<file path="config.mk">
export PLATFORM = sky130hd
export DESIGN_NAME = reg_out_bank
export DESIGN_NICKNAME = d
export VERILOG_FILES = /design/src/rtl/reg_out_bank.sv
export SDC_FILE = /design/constraint.sdc
export NUM_CORES = 1
export LEC_CHECK = 0
export ABC_AREA = 1
export ABC_CLOCK_PERIOD_IN_PS = 1000
export CAP_MARGIN = 20
export CORE_UTILIZATION = 45
export CTS_CLUSTER_SIZE = 20
export DETAILED_ROUTE_END_ITERATION = 7
export PLACE_DENSITY = 0.78
export SLEW_MARGIN = 10
export SYNTH_ARGS = -nofsm -noshare
export SYNTH_HDL_FRONTEND = slang
export SYNTH_SLANG_ARGS = --single-unit
</file>
<file path="constraint.sdc">
create_clock -name clk -period 1 [get_ports clk]
set_input_delay 0.1 -clock clk [delete_from_list [all_inputs] [get_ports clk]]
set_output_delay 0.1 -clock clk [all_outputs]
set_load 0.005 [all_outputs]
</file>
<file path="src/rtl/reg_out_bank.sv">
// rtl/reg_out_bank.sv - double-buffered multi-channel output register bank
// Each channel is LATCH or PULSE; a common commit moves all shadows to the outputs.
module reg_out_bank #(
  parameter int             W          = 2,
  parameter int             CH         = 4,
  parameter int             PULSE_LEN  = 8,
  parameter int             CNT_W      = 4,
  parameter logic [CH-1:0]  PULSE_MASK = '0
) (
  input  logic              clk,
  input  logic              rst,
  input  logic [CH*W-1:0]   log_in,
  input  logic [CH-1:0]     en,
  input  logic              commit,
  input  logic              clr,
  output logic [CH*W-1:0]   out,
  output logic [CH-1:0]     changed,
  output logic [CH-1:0]     busy
);

  typedef enum logic {IDLE, ACTIVE} state_t;

  localparam logic [CNT_W-1:0] RELOAD = CNT_W'(PULSE_LEN - 1);

  logic [W-1:0]     shadow_q [CH];
  logic [W-1:0]     shadow_d [CH];
  logic [W-1:0]     out_q    [CH];
  logic [W-1:0]     out_d    [CH];
  logic [CNT_W-1:0] cnt_q    [CH];
  logic [CNT_W-1:0] cnt_d    [CH];
  state_t           st_q     [CH];
  state_t           st_d     [CH];
  logic [CH-1:0]    changed_q;
  logic [CH-1:0]    changed_d;

  always_ff @(posedge clk or negedge rst) begin
    if (!rst) begin
      for (int c = 0; c < CH; c++) begin
        shadow_q[c] <= '0;
        out_q[c]    <= '0;
        cnt_q[c]    <= '0;
        st_q[c]     <= IDLE;
      end
      changed_q <= '0;
    end else begin
      for (int c = 0; c < CH; c++) begin
        shadow_q[c] <= shadow_d[c];
        out_q[c]    <= out_d[c];
        cnt_q[c]    <= cnt_d[c];
        st_q[c]     <= st_d[c];
      end
      changed_q <= changed_d;
    end
  end

  always_comb begin
    changed_d = '0;
    for (int c = 0; c < CH; c++) begin
      shadow_d[c] = en[c] ? log_in[c*W +: W] : shadow_q[c];
      out_d[c]    = out_q[c];
      cnt_d[c]    = cnt_q[c];
      st_d[c]     = st_q[c];

      if (PULSE_MASK[c]) begin
        case (st_q[c])
          IDLE: begin
            if (commit && shadow_q[c] != '0) begin
              out_d[c] = shadow_q[c];
              cnt_d[c] = RELOAD;
              st_d[c]  = ACTIVE;
            end
          end
          ACTIVE: begin
            if (commit) begin
              if (shadow_q[c] != '0) begin
                out_d[c] = shadow_q[c];
                cnt_d[c] = RELOAD;
              end else begin
                out_d[c] = '0;
                cnt_d[c] = '0;
                st_d[c]  = IDLE;
              end
            end else if (cnt_q[c] == '0) begin
              out_d[c] = '0;
              st_d[c]  = IDLE;
            end else begin
              cnt_d[c] = cnt_q[c] - CNT_W'(1);
            end
          end
          default: st_d[c] = IDLE;
        endcase
      end else if (commit) begin
        // Shadow value from before this edge; a same-edge en lands in the shadow only.
        out_d[c] = shadow_q[c];
      end

      if (clr) begin
        shadow_d[c] = '0;
        out_d[c]    = '0;
        cnt_d[c]    = '0;
        st_d[c]     = IDLE;
      end

      changed_d[c] = (out_d[c] != out_q[c]);
    end
  end

  for (genvar c = 0; c < CH; c++) begin : g_pack
    assign out[c*W +: W] = out_q[c];
    assign busy[c]       = (st_q[c] == ACTIVE);
  end

  assign changed = changed_q;

endmodule

</file>
* Word-level counts from Yosys, hierarchy flattened
Index checks and enable logic that the tools add are counted.
** Word-level totals
- Register bits :: 20
- Output and inout port bits :: 16
** Cells by class
- Eq/ne operators :: 4
- Multiplexer cells :: 16
- Reductions and logical operators :: 4
** Operator list (count)
- 2-bit 2-to-1 mux :: 16
- 2-bit != test :: 4
- 2-bit nonzero test :: 4

* Depth between registers and ports, before layout
Gate-level depths: netlist of the first run.
- Depth after elaboration :: 3
- Gate-level depth with buffers :: 8
- Gate-level depth less buffers :: 7

* Least setup slack after synthesis of the first run
OpenSTA, ideal clock, no wires.
- Path type :: register to register
- Start point :: reg shadow_q[6] (netlist bit)
- End point :: reg changed_q[0] (netlist: changed[0])
- Arrival time :: 0.674 ns
- Slack :: 0.261 ns
- Cell stages (with the launch flop) :: 8
- Buffers on the path :: 0
- Clock period less this slack :: 0.739 ns
- Cells stage by stage :: dfrtp_1 -> inv_1 -> nand2_1 -> nand2_1 -> nand2_1 -> nand2_1 -> inv_1 -> nand2_1
** On the way
- Longest elaborated chain between the ends :: 3
** Ends and longest elaborated chain
- start: declaration :: line 25 : logic [W-1:0] shadow_q [CH];
- start signal: indexed assignment :: line 47 : shadow_q[c] <= shadow_d[c];
- 2-bit 2-to-1 mux :: line 92 : end else if (commit) begin
- 2-bit 2-to-1 mux :: line 97 : if (clr) begin
- 2-bit != test :: line 104 : changed_d[c] = (out_d[c] != out_q[c]);
- named net changed_d[0] :: line 34 : logic [CH-1:0] changed_d;
- end signal: assignment :: line 52 : changed_q <= changed_d;
- end: declaration :: line 33 : logic [CH-1:0] changed_q;
The timed path passes the listed nets, and every way through them passes these cells.
A chain may end at the register's enable or synchronous reset.

* Worst setup path after layout of the first run
- Start point :: reg out_q (netlist bit out[3])
- End point :: out out[3]
** RTL lines
- start: declaration :: line 27 : logic [W-1:0] out_q [CH];
- start signal: indexed assignment :: line 48 : out_q[c] <= out_d[c];
- end: declaration :: line 16 : output logic [CH*W-1:0] out,
No word-level cell between the ends.

==> metrics.txt, run 1 <==
Fillers=roughly 190; Final nets=184; crit-path max FO=3; GRT overflow=0; Final Wtd Congestion=between 0.8 and 0.9; initial core utilization=between 40% and 50%; worst min path class=in -> async; Rows=16; DR pass1 iterations=4; clock transition at the registers of the reported paths=0.12 ns; Seq pwr share=46.6%; total wire length=between 2 and 2.5 mm; Worst Path Buf+Inv=1; CTS tree=built; Synth warnings=0; cts bufs inserted=3; PwrDens=1376 mW/mm2; largest net degree at the start of global routing=25; Port Buffers=27; proportion of layout cells with a drive suffix above 1=about a quarter; routed via count=between 800 and 900; non-filler cells, final=slightly below 200; delay-heaviest family, CP=flip-flops; Via density=~4.6; cell count after placement=~180; Tmin final=approximately 0.95 ns; internal power=1.448 mW; worst IR drop on VDD=about 1100 uV; final hold vios=0; most common cell after layout, fill and taps aside=nand2_1; slowest library cell on the worst path=dfrtp_1; Placeable Area=0.002042 mm2; final antenna-violating net count=0; Final Hold Slack=~0.12 ns; Final period util=approximately 95%; worst path cell trace=buf_2; routed len/inst=about 11 um; Antenna Cells=0; Max-Cap Viols=0; status=completed; fin. max-slew vios=0; Mapped Cells=roughly 130; die area=0.002461 mm2; first-pass GRT wire length=3.629 mm; Crit path depth=1; RSZ-0062 raised after global routing=false; die span in x=about 50 um; Iter 0 DRT Violations=14; vias in the first global route=902; Tot GR Track Use=between 10% and 20%; Net Sw Power=0.4553 mW; synthesized area=0.001020 mm2; Leak Pwr=roughly 0.74 nW; post-synthesis area per instance=roughly 8.0 um2; final setup vio count=0; Fin Clk Skew=around 0.0044 ns; H-tree depth=1; Chip Height=just under 50 um; Crit path required time=about 0.90 ns; Hold Buf Count CTS=0; clock latency on the worst-skew pair=about 0.30 ns; # clock sinks=20; Comb power frac=between 10% and 20%; CP Capture Type=output pin; Pwr Total=1.903 mW; R2R setup slack=0.10 ns; final worst slack=between 0.04 and 0.05 ns; DP HPWL=between 1 and 1.5 mm; IO Pins=32; DP Worst Slack=-0.2442 ns; Root Driver=clkbuf_4; Setup TNS Final=0 ns; Seq/Total Area, Yosys=between 40% and 50%; FMAX=1052 MHz; R2R depth=6; slowest stage delay, CP=0.41 ns; initial antenna violation count=0; switching part of the total=a little under a quarter; Unique masters post-synth=14; Worst Path Arrival=between 0.8 and 0.9 ns; critical setup path kind=reg -> out; # DRC=0; most frequent cells in the layout=nand2_1, inv_1, dfrtp_1; Clk pwr share=a little over a third; Worst setup SP type=flip-flop; Area Overhead vs Synth=35.58%; CTS max path bufs=2; number of synthesized register bits=20
power groups by stage:
| stage | combinational [mW] | sequential [mW] | clock, mW |
|---|---|---|---|
| CTS | 0.359 | 0.888 | 0.688 |
| detailed placement | 0.356 | 0.909 | 0 |
| finish | 0.346 | 0.887 | 0.669 |
| global route | 0.390 | 0.896 | 0.721 |
| global placement | 0.348 | 0.907 | 0 |
| floorplan | 0.161 | 0.911 | 0 |
per-layer routing:
metal	vias up	global-route usage, %	part of all wire, %
met5	-	0	0
li1	466	-	-
met1	406	23.18	42
met3	4	2.778	3.3
met4	0	10.48	1.4
met2	21	33.33	53
repair_timing:
item	in CTS	in global routing
setup buffers	7	0
endpoints found under the setup margin	12	5
resized for setup	38	5
hold endpoints to repair	0	0
layout make-up:
class,count,area (um2),area share (%)
clock inverter,1,30.03,2.172
inverter,26,97.59,7.059
sequential,20,500.5,36.20
clock buffer,3,22.52,1.629
multi-input combinational,76,357.8,25.88
tap,27,33.78,2.443
timing repair buffer,41,340.3,24.62
synth_stat cells:
cell type	number	area share, %
buf_4	5	3.7
o21ai_0	8	3.9
inv_1	25	9.2
buf_6	2	2.2
or2_2	4	2.5
nand2_1	31	11
a21oi_1	8	3.9
nand3_1	8	3.9
inv_2	1	0.37
dfrtp_1	20	49
nand4_1	8	4.9
conb_1	1	0.37
nand2_2	5	3.1
buf_8	1	1.5
worst paths after layout:
| path | startpoint | end |
|---|---|---|
| max | out[3] | out[3] |
| min in group clk | log_in[3] | shadow_q[5] |
| max reg2reg | out[0] | changed[0] |
| min | rst | shadow_q[5] |
| max in group asynchronous | rst | out[7] |
| min reg2reg | shadow_q[7] | shadow_q[7] |
sequential cells by signal, indices dropped and copies added (netlist names):
signal / count
out: 8
shadow_q: 8
changed: 4
through the flow:
step | cell area, um2 | utilization, %
finish | 1383 | 67.71
global route | 1383 | 67.71
CTS | 1408 | 68.93
detailed placement | 1338 | 65.50
global placement | 1338 | 65.50
floorplan | 1031 | -
logic make-up (layout without fill, tap and decap cells):
logic type             after synthesis  after routing  share of synthesized area, %
other                                1              4                        0.3677
buffers and inverters               34             71                         16.93
AOI/OAI and AO/OA                   16             16                         7.853
DFF                                 20             20                         49.08
and+or+nand+nor                     56             56                         25.77
Note: power is estimated with default switching activity, not from simulation.
==> inputs of run 2 (changes only) <==
CORE_UTILIZATION = 35   (was 45)
PLACE_DENSITY = default   (was 0.78)
==> run 2 against run 1 <==
Net effect: sequential cell count unchanged; critical path depth did not move; power is 0.66% lower; non-clock buffer count down 2; utilization down 17 points; worst hold slack gained 0.0046 ns; fmax is 0.78% higher; critical path type unchanged; critical endpoint is now out[5]; largest cell class unchanged.
==> metrics.txt, run 2 (synthesized netlist as in run 1, its figures left out) <==
cts bufs inserted=3; Antenna Cells=0; CTS max path bufs=2; IO Pins=32; Fin Clk Skew=between 0.004 and 0.005 ns; DP HPWL=~1.4 mm; final antenna-violating net count=0; reg2reg start=out[4]; Crit path depth=1; die span in x=approximately 56 um; proportion of layout cells with a drive suffix above 1=23.03%; Final Hold Slack=0.1283 ns; Chip Height=about 56 um; worst IR drop on VDD=between 1000 and 1500 uV; delay-heaviest family, CP=flip-flops; Worst Path Arrival=about 0.84 ns; R2R setup slack=roughly 0.10 ns; Port Buffers=27; worst path cell trace=buf_2; Iter 0 DRT Violations=25; Via density=4.413; H-tree depth=1; final setup vio count=0; Hold Buf Count CTS=0; RSZ-0062 raised after global routing=false; Area Overhead vs Synth=36.07%; final worst slack=approximately 0.056 ns; critical setup path kind=reg -> out; total wire length=1.915 mm; switching part of the total=between 20% and 30%; Seq pwr share=47.0%; reg2reg end=changed[2]; CTS tree=built; clock latency on the worst-skew pair=~0.30 ns; Tot GR Track Use=~14%; most common cell after layout, fill and taps aside=nand2_1; PwrDens=approximately 1400 mW/mm2; GRT overflow=0; # clock sinks=20; Final nets=about 180; Leak Pwr=around 0.74 nW; # DRC=0; status=completed; internal power=about 1.4 mW; largest net degree at the start of global routing=25; Final period util=94.37%; initial antenna violation count=0; FMAX=approximately 1100 MHz; Tmin final=0.9437 ns; initial core utilization=between 30% and 40%; most frequent cells in the layout=nand2_1, inv_1, dfrtp_1; cell count after placement=between 150 and 200; non-filler cells, final=around 200; die area=0.003133 mm2; R2R depth=6; DP Worst Slack=-0.2367 ns; Comb power frac=around 18%; crit-path max FO=3; routed len/inst=9.770 um; Rows=19; vias in the first global route=about 800; routed via count=roughly 870; worst min path class=in -> async; slowest library cell on the worst path=dfrtp_1; slowest stage delay, CP=approximately 0.42 ns; Root Driver=clkbuf_4; fin. max-slew vios=0; clock transition at the registers of the reported paths=~0.12 ns; final hold vios=0; Fillers=~280; Crit path required time=roughly 0.9 ns; Final Wtd Congestion=0.7305; Worst setup SP type=flip-flop; CP Capture Type=output pin; Worst Path Buf+Inv=1; Placeable Area=0.002758 mm2; first-pass GRT wire length=~3.5 mm; DR pass1 iterations=4; Clk pwr share=35.0%; Max-Cap Viols=0; Net Sw Power=0.4437 mW
## run 2: cell types whose count changed in the layout (fill, tap and decap cells not counted), sizes merged
cell and delta:
buf -3, clkbuf +1, clkdlybuf4s50 -1, dlymetal6s2s +1
## run 2: how the worst max path moves through the flow
stage	endpoint	slack [ns]	start
2_1_floorplan	changed[0]	0.26	shadow_q[6]
5_1_grt	changed[2]	0.01	out[4]
6_report	out[5]	0.06	out[5]
3_5_place_dp	changed[1]	-0.24	clr
3_3_place_gp	out[4]	-0.20	commit
4_1_cts	out[7]	0.002	out[7]
## run 2: layout make-up
| type | instances | area [um2] | share of cell area, % |
|---|---|---|---|
| well taps | 31 | 38.79 | 2.795 |
| inverters | 26 | 97.59 | 7.033 |
| clock buffers | 3 | 22.52 | 1.623 |
| repair buffers | 39 | 340.3 | 24.53 |
| multi-input cells | 76 | 357.8 | 25.79 |
| flip-flops and latches | 20 | 500.5 | 36.07 |
| clock inverters | 1 | 30.03 | 2.164 |
## run 2: per-stage QoR
step	power, mW	TNS, ns	cell area, um2	util [%]
finish	1.890	0	1388	50.32
global route	1.988	0	1388	50.32
CTS	1.918	0	1415	51.32
detailed placement	1.264	-3.990	1340	48.59
global placement	1.260	-3.356	1340	48.59
floorplan	1.073	0	1031	-
## run 2: power by group through the flow
stage                     registers, mW  clock network (mW)  logic [mW]
after floorplan                   0.911                   0       0.161
after global placement            0.908                   0       0.352
after detailed placement          0.910                   0       0.354
after CTS                         0.889               0.671       0.358
after global routing              0.895               0.705       0.388
final                             0.888               0.661       0.341
## run 2: routing by layer
layer	part of all wire, %	up-vias	global-route usage (%)
met5	0	-	0
met4	0	0	2.091
met3	5.6	0	3.721
met2	45	21	22.62
met1	50	383	18.26
li1	-	461	-
## run 2: timing repair
action | CTS | global route
hold endpoints to repair | 0 | 0
buffers inserted | 7 | 0
setup endpoints to repair | 12 | 8
resized for setup | 36 | 7
